## config.mk

```make
export PLATFORM = sky130hd
export DESIGN_NAME = pc_fetch
export DESIGN_NICKNAME = d
export VERILOG_FILES = /design/src/rtl/pc_fetch.sv
export SDC_FILE = /design/constraint.sdc
export NUM_CORES = 1
export LEC_CHECK = 0
export CAP_MARGIN = 0
export CORE_ASPECT_RATIO = 1.5
export CORE_UTILIZATION = 32
export CTS_CLUSTER_SIZE = 25
export DETAILED_ROUTE_END_ITERATION = 10
export PLACE_DENSITY = 0.59
export SLEW_MARGIN = 20
export SYNTH_ARGS = -nofsm -noshare
export SYNTH_HDL_FRONTEND = slang
export SYNTH_SLANG_ARGS = --single-unit
```

## constraint.sdc

```tcl
create_clock -name clk -period 5.8 [get_ports clk]
set_clock_uncertainty 0.1 [all_clocks]
set_input_delay 1.16 -clock clk [delete_from_list [all_inputs] [get_ports clk]]
set_output_delay 1.16 -clock clk [all_outputs]
set_load 0.02 [all_outputs]
```

## src/rtl/pc_fetch.sv

```systemverilog
// Instruction-fetch front end: owns the PC, issues one memory request at a time and
// holds each fetched word for decode. Optional FETCH_ALIGN_CHECK_EN traps misaligned next PCs.
module pc_fetch #(
    parameter logic [31:0] RESET_PC = 32'h0000_3000
) (
    input  logic        clk,
    input  logic        reset,
    input  logic [31:0] nPC,
    output logic        im_req,
    output logic [31:0] im_addr,
    input  logic        im_gnt,
    input  logic        im_rvalid,
    input  logic [31:0] im_rdata,
    output logic        if_valid,
    input  logic        if_ready,
    output logic [31:0] if_pc,
    output logic [31:0] if_instr,
    output logic [31:0] fetch_cnt,
    output logic        fetch_err
);

    typedef enum logic [1:0] {
        ST_REQ  = 2'd0,
        ST_WAIT = 2'd1,
        ST_HOLD = 2'd2,
        ST_ERR  = 2'd3
    } state_t;

    state_t      state_r;
    state_t      state_nxt_s;
    logic        capture_s;
    logic        accept_s;
    logic        misalign_s;
    logic [31:0] pc_nxt_s;

    logic [31:0] pc_r;
    logic [31:0] if_pc_r;
    logic [31:0] if_instr_r;
    logic        if_valid_r;
    logic [31:0] fetch_cnt_r;
    logic        fetch_err_r;

    // Masking keeps every nPC bit in use; the low bits only matter to the trap below.
    assign pc_nxt_s = nPC & 32'hFFFF_FFFC;

`ifdef FETCH_ALIGN_CHECK_EN
    assign misalign_s = (nPC[1:0] != 2'b00);
`else
    assign misalign_s = 1'b0;
`endif

    // State register.
    always_ff @(posedge clk or negedge reset) begin
        if (!reset) begin
            state_r <= ST_REQ;
        end else begin
            state_r <= state_nxt_s;
        end
    end

    // Next-state decode plus capture/accept strobes for the datapath.
    always_comb begin
        state_nxt_s = state_r;
        capture_s   = 1'b0;
        accept_s    = 1'b0;
        case (state_r)
            ST_REQ: begin
                if (im_gnt) begin
                    state_nxt_s = ST_WAIT;
                end else begin
                    state_nxt_s = ST_REQ;
                end
            end
            ST_WAIT: begin
                if (im_rvalid) begin
                    capture_s   = 1'b1;
                    state_nxt_s = ST_HOLD;
                end else begin
                    state_nxt_s = ST_WAIT;
                end
            end
            ST_HOLD: begin
                if (if_ready) begin
                    accept_s = 1'b1;
                    if (misalign_s) begin
                        state_nxt_s = ST_ERR;
                    end else begin
                        state_nxt_s = ST_REQ;
                    end
                end else begin
                    state_nxt_s = ST_HOLD;
                end
            end
            ST_ERR: begin
                state_nxt_s = ST_ERR;
            end
            default: begin
                state_nxt_s = ST_REQ;
            end
        endcase
    end

    // PC, held instruction, handshake flag, counter and sticky error.
    always_ff @(posedge clk or negedge reset) begin
        if (!reset) begin
            pc_r        <= RESET_PC;
            if_pc_r     <= RESET_PC;
            if_instr_r  <= 32'h0000_0000;
            if_valid_r  <= 1'b0;
            fetch_cnt_r <= 32'h0000_0000;
            fetch_err_r <= 1'b0;
        end else begin
            if (capture_s) begin
                if_instr_r <= im_rdata;
                if_pc_r    <= pc_r;
                if_valid_r <= 1'b1;
            end
            if (accept_s) begin
                if_valid_r  <= 1'b0;
                fetch_cnt_r <= fetch_cnt_r + 32'd1;
                if (misalign_s) begin
                    fetch_err_r <= 1'b1;
                end else begin
                    pc_r <= pc_nxt_s;
                end
            end
        end
    end

    assign im_req    = (state_r == ST_REQ);
    assign im_addr   = pc_r;
    assign if_valid  = if_valid_r;
    assign if_pc     = if_pc_r;
    assign if_instr  = if_instr_r;
    assign fetch_cnt = fetch_cnt_r;
    assign fetch_err = fetch_err_r;

endmodule

```

==> results of run 1 <==
==> cell usage in the layout, fill, tap and decap left out, types with 2 or more instances in the layout <==
master,netlist,final
conb_1,1,5
inv_1,3,3
and2_1,2,2
clkbuf_16,0,17
dfrtp_1,123,123
nor2_1,3,3
xnor2_1,20,20
nand3_1,16,15
mux2_2,62,62
clkinv_2,0,4
o21ai_0,2,2
clkinvlp_4,0,3
nor4_1,8,8
nand4_1,12,12
dfstp_2,4,4
clkinv_4,0,4
bufinv_16,0,3
clkdlybuf4s50_1,0,191
buf_4,5,5
nand2_1,102,102
xor2_1,11,11
and4_1,5,5
and3_1,5,5
==> per-layer routing <==
metal | global-route usage [%] | up-vias | wire (um)
met4 | 6.30 | 0 | 177
met5 | 0 | - | 0
met2 | 32.4 | 128 | 7400
met3 | 4.72 | 11 | 752
met1 | 17.9 | 1877 | 4890
li1 | - | 1771 | -
==> worst min path at each step <==
stage                     cells after the start          end         from
final                                         2  im_addr[12]  im_addr[12]
after global routing                          2  im_addr[12]  im_addr[12]
after CTS                                     2  im_addr[13]  im_addr[13]
after detailed placement                      2  im_addr[13]  im_addr[13]
after global placement                        2  im_addr[12]  im_addr[12]
after floorplan                               2  im_addr[12]  im_addr[12]
==> flip-flops by register name, summed over array words and instances, names as in the netlist <==
name,count
fetch_cnt,32
if_instr,32
if_pc,30
im_addr,30
state_r,2
if_valid,1
==> synthesized netlist by cell type, types with 2 or more instances <==
| library cell | instances |
|---|---|
| and3_1 | 5 |
| buf_1 | 2 |
| buf_4 | 5 |
| nand4_1 | 12 |
| mux2_2 | 62 |
| dfrtp_1 | 123 |
| o21ai_0 | 2 |
| xnor2_1 | 20 |
| dfstp_2 | 4 |
| nor2_1 | 3 |
| nand2_1 | 102 |
| nand3_1 | 16 |
| and2_1 | 2 |
| inv_1 | 3 |
| and4_1 | 5 |
| nor4_1 | 8 |
| xor2_1 | 11 |
| clkbuf_1 | 15 |
==> cell families after synthesis <==
logic type / after synthesis
AND/OR/NAND/NOR: 159
XOR/XNOR: 31
other: 1
buffers and inverters: 26
AO/OA/AOI/OAI: 4
flip-flops: 127
adder cells (fa/ha/maj): 1
multiplexers: 62
==> final cells by class <==
class | count | area share, %
sequential | 127 | 40.9
timing repair buffer | 197 | 25.2
multi-input combinational | 262 | 22.8
clock buffer | 18 | 5.64
tap | 199 | 3.20
clock inverter | 14 | 2.15
inverter | 3 | 0.145
==> power by group <==
group          switching [uW]  internal, uW  total, uW
sequential                206          1220       1430
combinational             821           839       1660
clock                     395           686       1080
total                    1420          2750       4170
==> per-stage QoR <==
step	total power (uW)	instances
floorplan	2260	415
global placement	3090	787
detailed placement	3130	787
CTS	4230	819
global route	4400	820
finish	4170	820
==> critical path: stages <==
cell and delay [ps]:
clkdlybuf4s50_1 490, and3b_2 740, nand3_1 230, nor4_1 370
xor2_1 210
==> metrics.txt, run 1 <==
Critical Path End fetch_cnt[21]; final setup vio count 0; Max Slew Vio Count 0; global-route wire length before repair roughly 21 mm; RR Startpoint state_r[0]; initial antenna violation count 0; Clock transition at path regs 60 ps; mux share of post-synthesis cell area between 10% and 20%; synthesized instance count 411; vias per inst 4.62; max cap viols 0; TritonCTS Buffers 17; Synth Flop Type dfrtp_1; status finished clean; full die area 0.0163 mm^2; multi-input combinational cell area 0.00177 mm^2; Crit Path Category primary input to register; Mean Syn Cell Area ~12 um^2; part of the Yosys area used for sequential elements between 60% and 70%; simple-gate portion of the synthesized area roughly 15%; DR WL/cell 16.1 um; area occupied by registers ~0.0032 mm^2; area leader, netlist dfrtp_1; Clk Tree Root Cell clkbuf_16; design area between 0.007 and 0.008 mm^2; maximum level of the CTS H-tree 4; postcts setup bufs 0; Compound-Gate Fraction of Synth Area less than 1%; dpl ws 1700 ps; unique cell type count in the Yosys netlist 29; largest net degree at the start of global routing 52; combinational family with the most area after synthesis simple AND/OR/NAND/NOR gates; grt ovf 0; crit path time final 3000 ps; Yosys reg bits approximately 130; Die Width between 100 and 150 um; flop-to-flop setup slack 3520 ps; Hold WS 370 ps; synth top area cells dfrtp_1, mux2_2, nand2_1, xnor2_1, dfstp_2; clock tree buffer depth 2; gr usage total between 10% and 20%; P per Cell Area ~540 mW/mm^2; Final nets 678; clock latency on the worst-skew pair approximately 400 ps; reg2reg end fetch_cnt[30]; Peak supply drop between 0.2 and 0.25 mV; worst-path fanout max 40; Remaining DRCs 0; LEAKAGE between 0.003 and 0.004 uW; Placed Area approximately 0.0072 mm^2; drt total wl about 13 mm; GPL Wtd Cong 0.741; post-synthesis xor/xnor area fraction 5.37%; via count about 3,800; reg2reg path depth 4; crit end category register; Routed Antenna Nets 0; adder-cell share of the synthesized area less than 1%; detailed placement HPWL approximately 9 mm; CTS tree yes; Worst Max-Slew Pin Slew 837 ps; CP Launch Type primary input; I/O Pins 200; number of gates resized after CTS 0; row count 55; Filler cells roughly 1,400; Die Ht 156 um; RSZ-0062 raised after global routing false; Syn. warnings 0; Fmax between 300 and 400 MHz; Port Buf Inserts 192; synth-to-layout area growth 53.9%; number of global-route vias before repair roughly 4,100; Final TNS setup 0 ps; n_diodes 0; initial drt markers around 110; async set-reset flop share out of synthesis 100%; Setup crit start if_ready; hold_buf cts 0; fin util between 50 and 60%; max_slew headroom between 40% and 50%; cell area after synthesis 0.00506 mm^2; Core Box Area 0.0153 mm^2; Final WS setup between 2000 and 3000 ps; drt pass-1 iters 4; share of cells above drive strength 1 17.4%; Hold Path Class register to register; Yosys top cell area share between 60% and 70%; CP Data Arrival Time roughly 3200 ps; WP data required between 6000 and 7000 ps; initial core utilization between 30 and 40%; final hold viol count 0; period utilisation layout 51.7%; EDFF count, synth 0; # clock sinks 127
Power figures use the tool's default switching activity.
==> run 2: changes to the inputs <==
Settings changed: PLACE_DENSITY 0.59 to 0.61.
Clock period 5.8 ns to 2.5 ns, I/O delays scaled along.
==> run 2 against run 1 <==
Sequential cell count is the same. Clock power rose by 140%. Highest routed layer unchanged. Count of clock-buffer cells in the layout down 1. Non-clock buffer count increased by 5. Die area unchanged. Critical path type is now register to output port. Global-route usage is 0.30 points lower. Setup slack worse by 2500 ps.
==> metrics.txt, run 2 (same netlist as run 1, synthesis figures left out) <==
initial core utilization about 33%; Clk Tree Root Cell clkbuf_16; reg2reg path depth 6; Hold Path Class primary input to asynchronous set/reset pin; Setup crit start state_r[0]; drt total wl 13.2 mm; final setup vio count 0; Final nets just under 700; gr usage total between 10% and 20%; Seq pwr share 34.0%; Hold WS 63.7 ps; Die Ht roughly 160 um; Worst Max-Slew Pin Slew approximately 710 ps; switching share of power approximately a third; Core Box Area about 0.015 mm^2; RR Startpoint state_r[0]; drt pass-1 iters 6; worst-path fanout max 7; flop-to-flop setup slack about 540 ps; leading cell type in the layout, fill and taps excluded clkdlybuf4s50_1; RSZ-0062 raised after global routing false; max cap viols 0; Port Buf Inserts roughly 190; number of global-route vias before repair about 4,100; status finished clean; power share of the clock group 26.3%; P per Cell Area 1240 mW/mm^2; Die Width 105 um; detailed placement HPWL ~9.4 mm; proportion of power drawn by combinational gates between 30% and 40%; via count between 3,000 and 4,000; crit path time final between 2000 and 2500 ps; n_diodes 0; synth-to-layout area growth 55.7%; Crit Path Category register to output port; CP Launch Type register; DR WL/cell ~16 um; final hold viol count 0; period utilisation layout 88.9%; maximum level of the CTS H-tree 4; DP Cell Count slightly below 800; Placed Area 0.00725 mm^2; Final TNS setup 0 ps; Peak supply drop about 0.53 mV; Filler cells 1,408; design area 0.00787 mm^2; postcts setup bufs 0; CTS tree yes; initial antenna violation count 0; most frequent cells in the layout clkdlybuf4s50_1, dfrtp_1, nand2_1, mux2_2, xnor2_1; Critical Path End im_req; grt ovf 0; vias per inst between 4 and 5; full die area 0.0163 mm^2; Clock transition at path regs roughly 60 ps; # clock sinks 127; internal power consumption 6490 uW; CP Data Arrival Time 1620 ps; Fmax roughly 450 MHz; WP data required 1900 ps; Remaining DRCs 0; largest net degree at the start of global routing between 100 and 150; TritonCTS Buffers 17; non-filler cells, final 824; initial drt markers roughly 120; clock tree buffer depth 2; Net Switching roughly 3300 uW; GPL Wtd Cong 0.734; crit end category output port; LEAKAGE ~0.0035 uW; row count 55; fin util between 50% and 60%; hold_buf cts 0; clock latency on the worst-skew pair ~400 ps; Routed Antenna Nets 0; number of gates resized after CTS 0; share of cells above drive strength 1 17.8%; Max Slew Vio Count 0; max_slew headroom around 53%; global-route wire length before repair around 21 mm; reg2reg end fetch_cnt[19]; I/O Pins 200
[run 2: changes by cell type in the layout (fill, tap and decap cells not counted), sizes merged]
cell	delta
buf	+5
clkbuf	-1
bufinv	+1
clkinvlp	-1
[run 2: final cells by class]
type | count | area [um^2] | share of cell area, %
timing repair buffer | 202 | 2030 | 25.8
clock buffer | 17 | 425 | 5.40
multi-input combinational | 262 | 1780 | 22.6
inverter | 3 | 11.3 | 0.143
sequential | 127 | 3180 | 40.4
tap | 199 | 249 | 3.16
clock inverter | 14 | 194 | 2.46
[run 2: worst min path at each step]
stage	start	endpoint	slack (ps)	cells past startpoint
after global placement	im_addr[12]	im_addr[12]	350	2
final	reset	fetch_cnt[28]	60	2
after floorplan	reset	fetch_cnt[0]	100	0
after global routing	reset	fetch_cnt[28]	130	2
after detailed placement	im_addr[12]	im_addr[12]	360	2
after CTS	reset	fetch_cnt[31]	130	2
[run 2: power by group through the flow]
stage	sequential (uW)	combinational, uW	clock [uW]
after floorplan	4200	1040	0
after global placement	3310	3890	0
after detailed placement	3370	3940	0
after CTS	3340	3960	2650
after global routing	3440	4120	2750
final	3340	3890	2580
[run 2: through the flow]
stage | total power (uW) | setup WS, ps
2_1_floorplan | 5250 | 498
3_3_place_gp | 7210 | 185
3_5_place_dp | 7310 | 187
4_1_cts | 9950 | 238
5_1_grt | 10300 | 202
6_report | 9800 | 279
[run 2: routing by layer]
layer / vias up / GRT usage (%) / part of all wire [%]
met4: 0 / 7.18 / 2.5
li1: 1783 / - / -
met5: - / 0 / 0
met3: 19 / 5.01 / 5.1
met2: 126 / 31.1 / 55
met1: 1909 / 17.5 / 37
[run 2: critical path, stage by stage (launching register included)]
cell,delay [ps]
dfrtp_1,460
nor2_1,130
clkdlybuf4s50_1,630
==> run 3: changes to the inputs <==
Settings changed: CORE_UTILIZATION 32 to 30, PLACE_DENSITY 0.61 to 0.58.
==> run 3 against run 2 <==
The run now ends with negative hold slack left. First-iteration DRC count up 13%. Setup slack better by 2.7 ps. Cell count is 1.1% higher. Sequential share of layout area about the same. Combinational power about the same. Highest routed layer unchanged. Via count down 1.4%. Clock power down 2%. Wire length decreased by 0.96%.
==> metrics.txt, run 3 (same netlist as run 1, synthesis figures left out) <==
status complete, but fails checks; violated checks negative hold slack; Crit Path Category register to output port; Clock transition at path regs roughly 60 ps; Max Slew Vio Count 0; DP Cell Count 800; crit path time final ~2200 ps; hold_buf cts 0; global-route wire length before repair 21.6 mm; row count 57; final hold viol count 6; most frequent cells in the layout clkdlybuf4s50_1, dfrtp_1, nand2_1, mux2_2, xnor2_1; Remaining DRCs 0; postcts setup bufs 0; Top Usage Layer GRT met2; grt met1 use 17.6%; CP Data Arrival Time between 1500 and 2000 ps; CP Launch Type register; Net Switching between 3000 and 4000 uW; Hold Path Class primary input to asynchronous set/reset pin; RSZ-0062 raised after global routing false; DR WL/cell ~16 um; clock latency on the worst-skew pair approximately 400 ps; met3 Use GR 5.29%; Fmax between 400 and 500 MHz; switching share of power 33.5%; CTS tree yes; period utilisation layout between 80% and 90%; LEAKAGE roughly 0.0035 uW; worst-path fanout max 7; drt pass-1 iters 4; Core Box Area 0.0163 mm^2; initial antenna violation count 1; number of gates resized after CTS 0; gr usage total ~16%; non-filler cells, final 833; detailed placement HPWL slightly above 9 mm; number of global-route vias before repair around 4,100; synth-to-layout area growth 55.7%; # clock sinks 127; Clk Tree Root Cell clkbuf_16; final setup vio count 0; WP data required about 1900 ps; Placed Area roughly 0.0073 mm^2; Port Buf Inserts 192; largest net degree at the start of global routing 71; TritonCTS Buffers 17; via count roughly 3,800; share of cells above drive strength 1 between 10% and 20%; grt ovf 0; Routed Antenna Nets 0; Power, Total about 10000 uW; P per Cell Area between 1000 and 1500 mW/mm^2; clock tree buffer depth 2; leading cell type in the layout, fill and taps excluded clkdlybuf4s50_1; I/O Pins 200; vias per inst 4.54; internal power consumption between 6000 and 7000 uW; Final nets roughly 680; initial core utilization between 30% and 40%; full die area ~0.017 mm^2; drt total wl around 13 mm; Seq pwr share between 30 and 40%; Hold WS -5.53 ps; M2 GR Usage between 20% and 30%; design area slightly below 0.008 mm^2; max cap viols 0; Die Ht approximately 160 um; Final TNS setup 0 ps; Peak supply drop 0.571 mV; initial drt markers 130; GPL Wtd Cong 0.728; power share of the clock group a little over a quarter; Die Width ~110 um; crit end category output port; proportion of power drawn by combinational gates between 30% and 40%; maximum level of the CTS H-tree 4
==> run 3: cell types whose count changed in the layout (fill, tap and decap cells not counted) <==
cell / delta
clkbuf_1: +2
clkinv_4: -4
and3b_2: +1
bufinv_16: -1
clkbuf_8: +3
diode_2: +1
clkinvlp_4: +1
and3b_1: -1
==> run 3: area by class of cell <==
class | count | area (um^2)
fill | 1492 | 8450
sequential | 127 | 3180
timing repair buffer | 202 | 2030
multi-input combinational | 262 | 1780
clock buffer | 22 | 474
tap | 206 | 258
clock inverter | 10 | 136
inverter | 3 | 11.3
antenna | 1 | 2.50
==> run 3: per-layer routing <==
| metal | part of all wire (%) | up-vias |
|---|---|---|
| li1 | - | 1777 |
| met3 | 6.7 | 14 |
| met2 | 54 | 136 |
| met4 | 1.8 | 0 |
| met5 | 0 | - |
| met1 | 38 | 1857 |
==> run 3: final timing paths <==
check | depth (start not counted) | end | from | slack [ps]
min in group clk | 2 | im_addr[12] | im_addr[12] | 370
hold / removal | 2 | if_pc[8] | reset | -6
hold reg to reg | 2 | im_addr[12] | im_addr[12] | 370
setup reg to reg | 5 | fetch_cnt[30] | fetch_cnt[0] | 670
max in group asynchronous | 2 | fetch_cnt[1] | reset | 1950
setup / recovery | 2 | im_req | state_r[0] | 280
==> run 3: through the flow <==
step           worst slack [ps]  util [%]
6_report                    281      48.2
5_1_grt                     203      48.2
4_1_cts                     257      48.2
3_5_place_dp                247      44.5
3_3_place_gp                256      44.5
2_1_floorplan               498         -
==> run 3: power by group through the flow <==
stage | combinational, uW | sequential, uW | clock, uW
CTS | 3930 | 3330 | 2600
detailed placement | 3920 | 3350 | 0
floorplan | 1040 | 4200 | 0
finish | 3860 | 3320 | 2520
global placement | 3880 | 3320 | 0
global route | 4140 | 3440 | 2690
==> run 3: worst max-delay path, stage by stage (launching register included) <==
cell,delay [ps]
dfrtp_1,450
nor2_1,130
clkdlybuf4s50_1,630
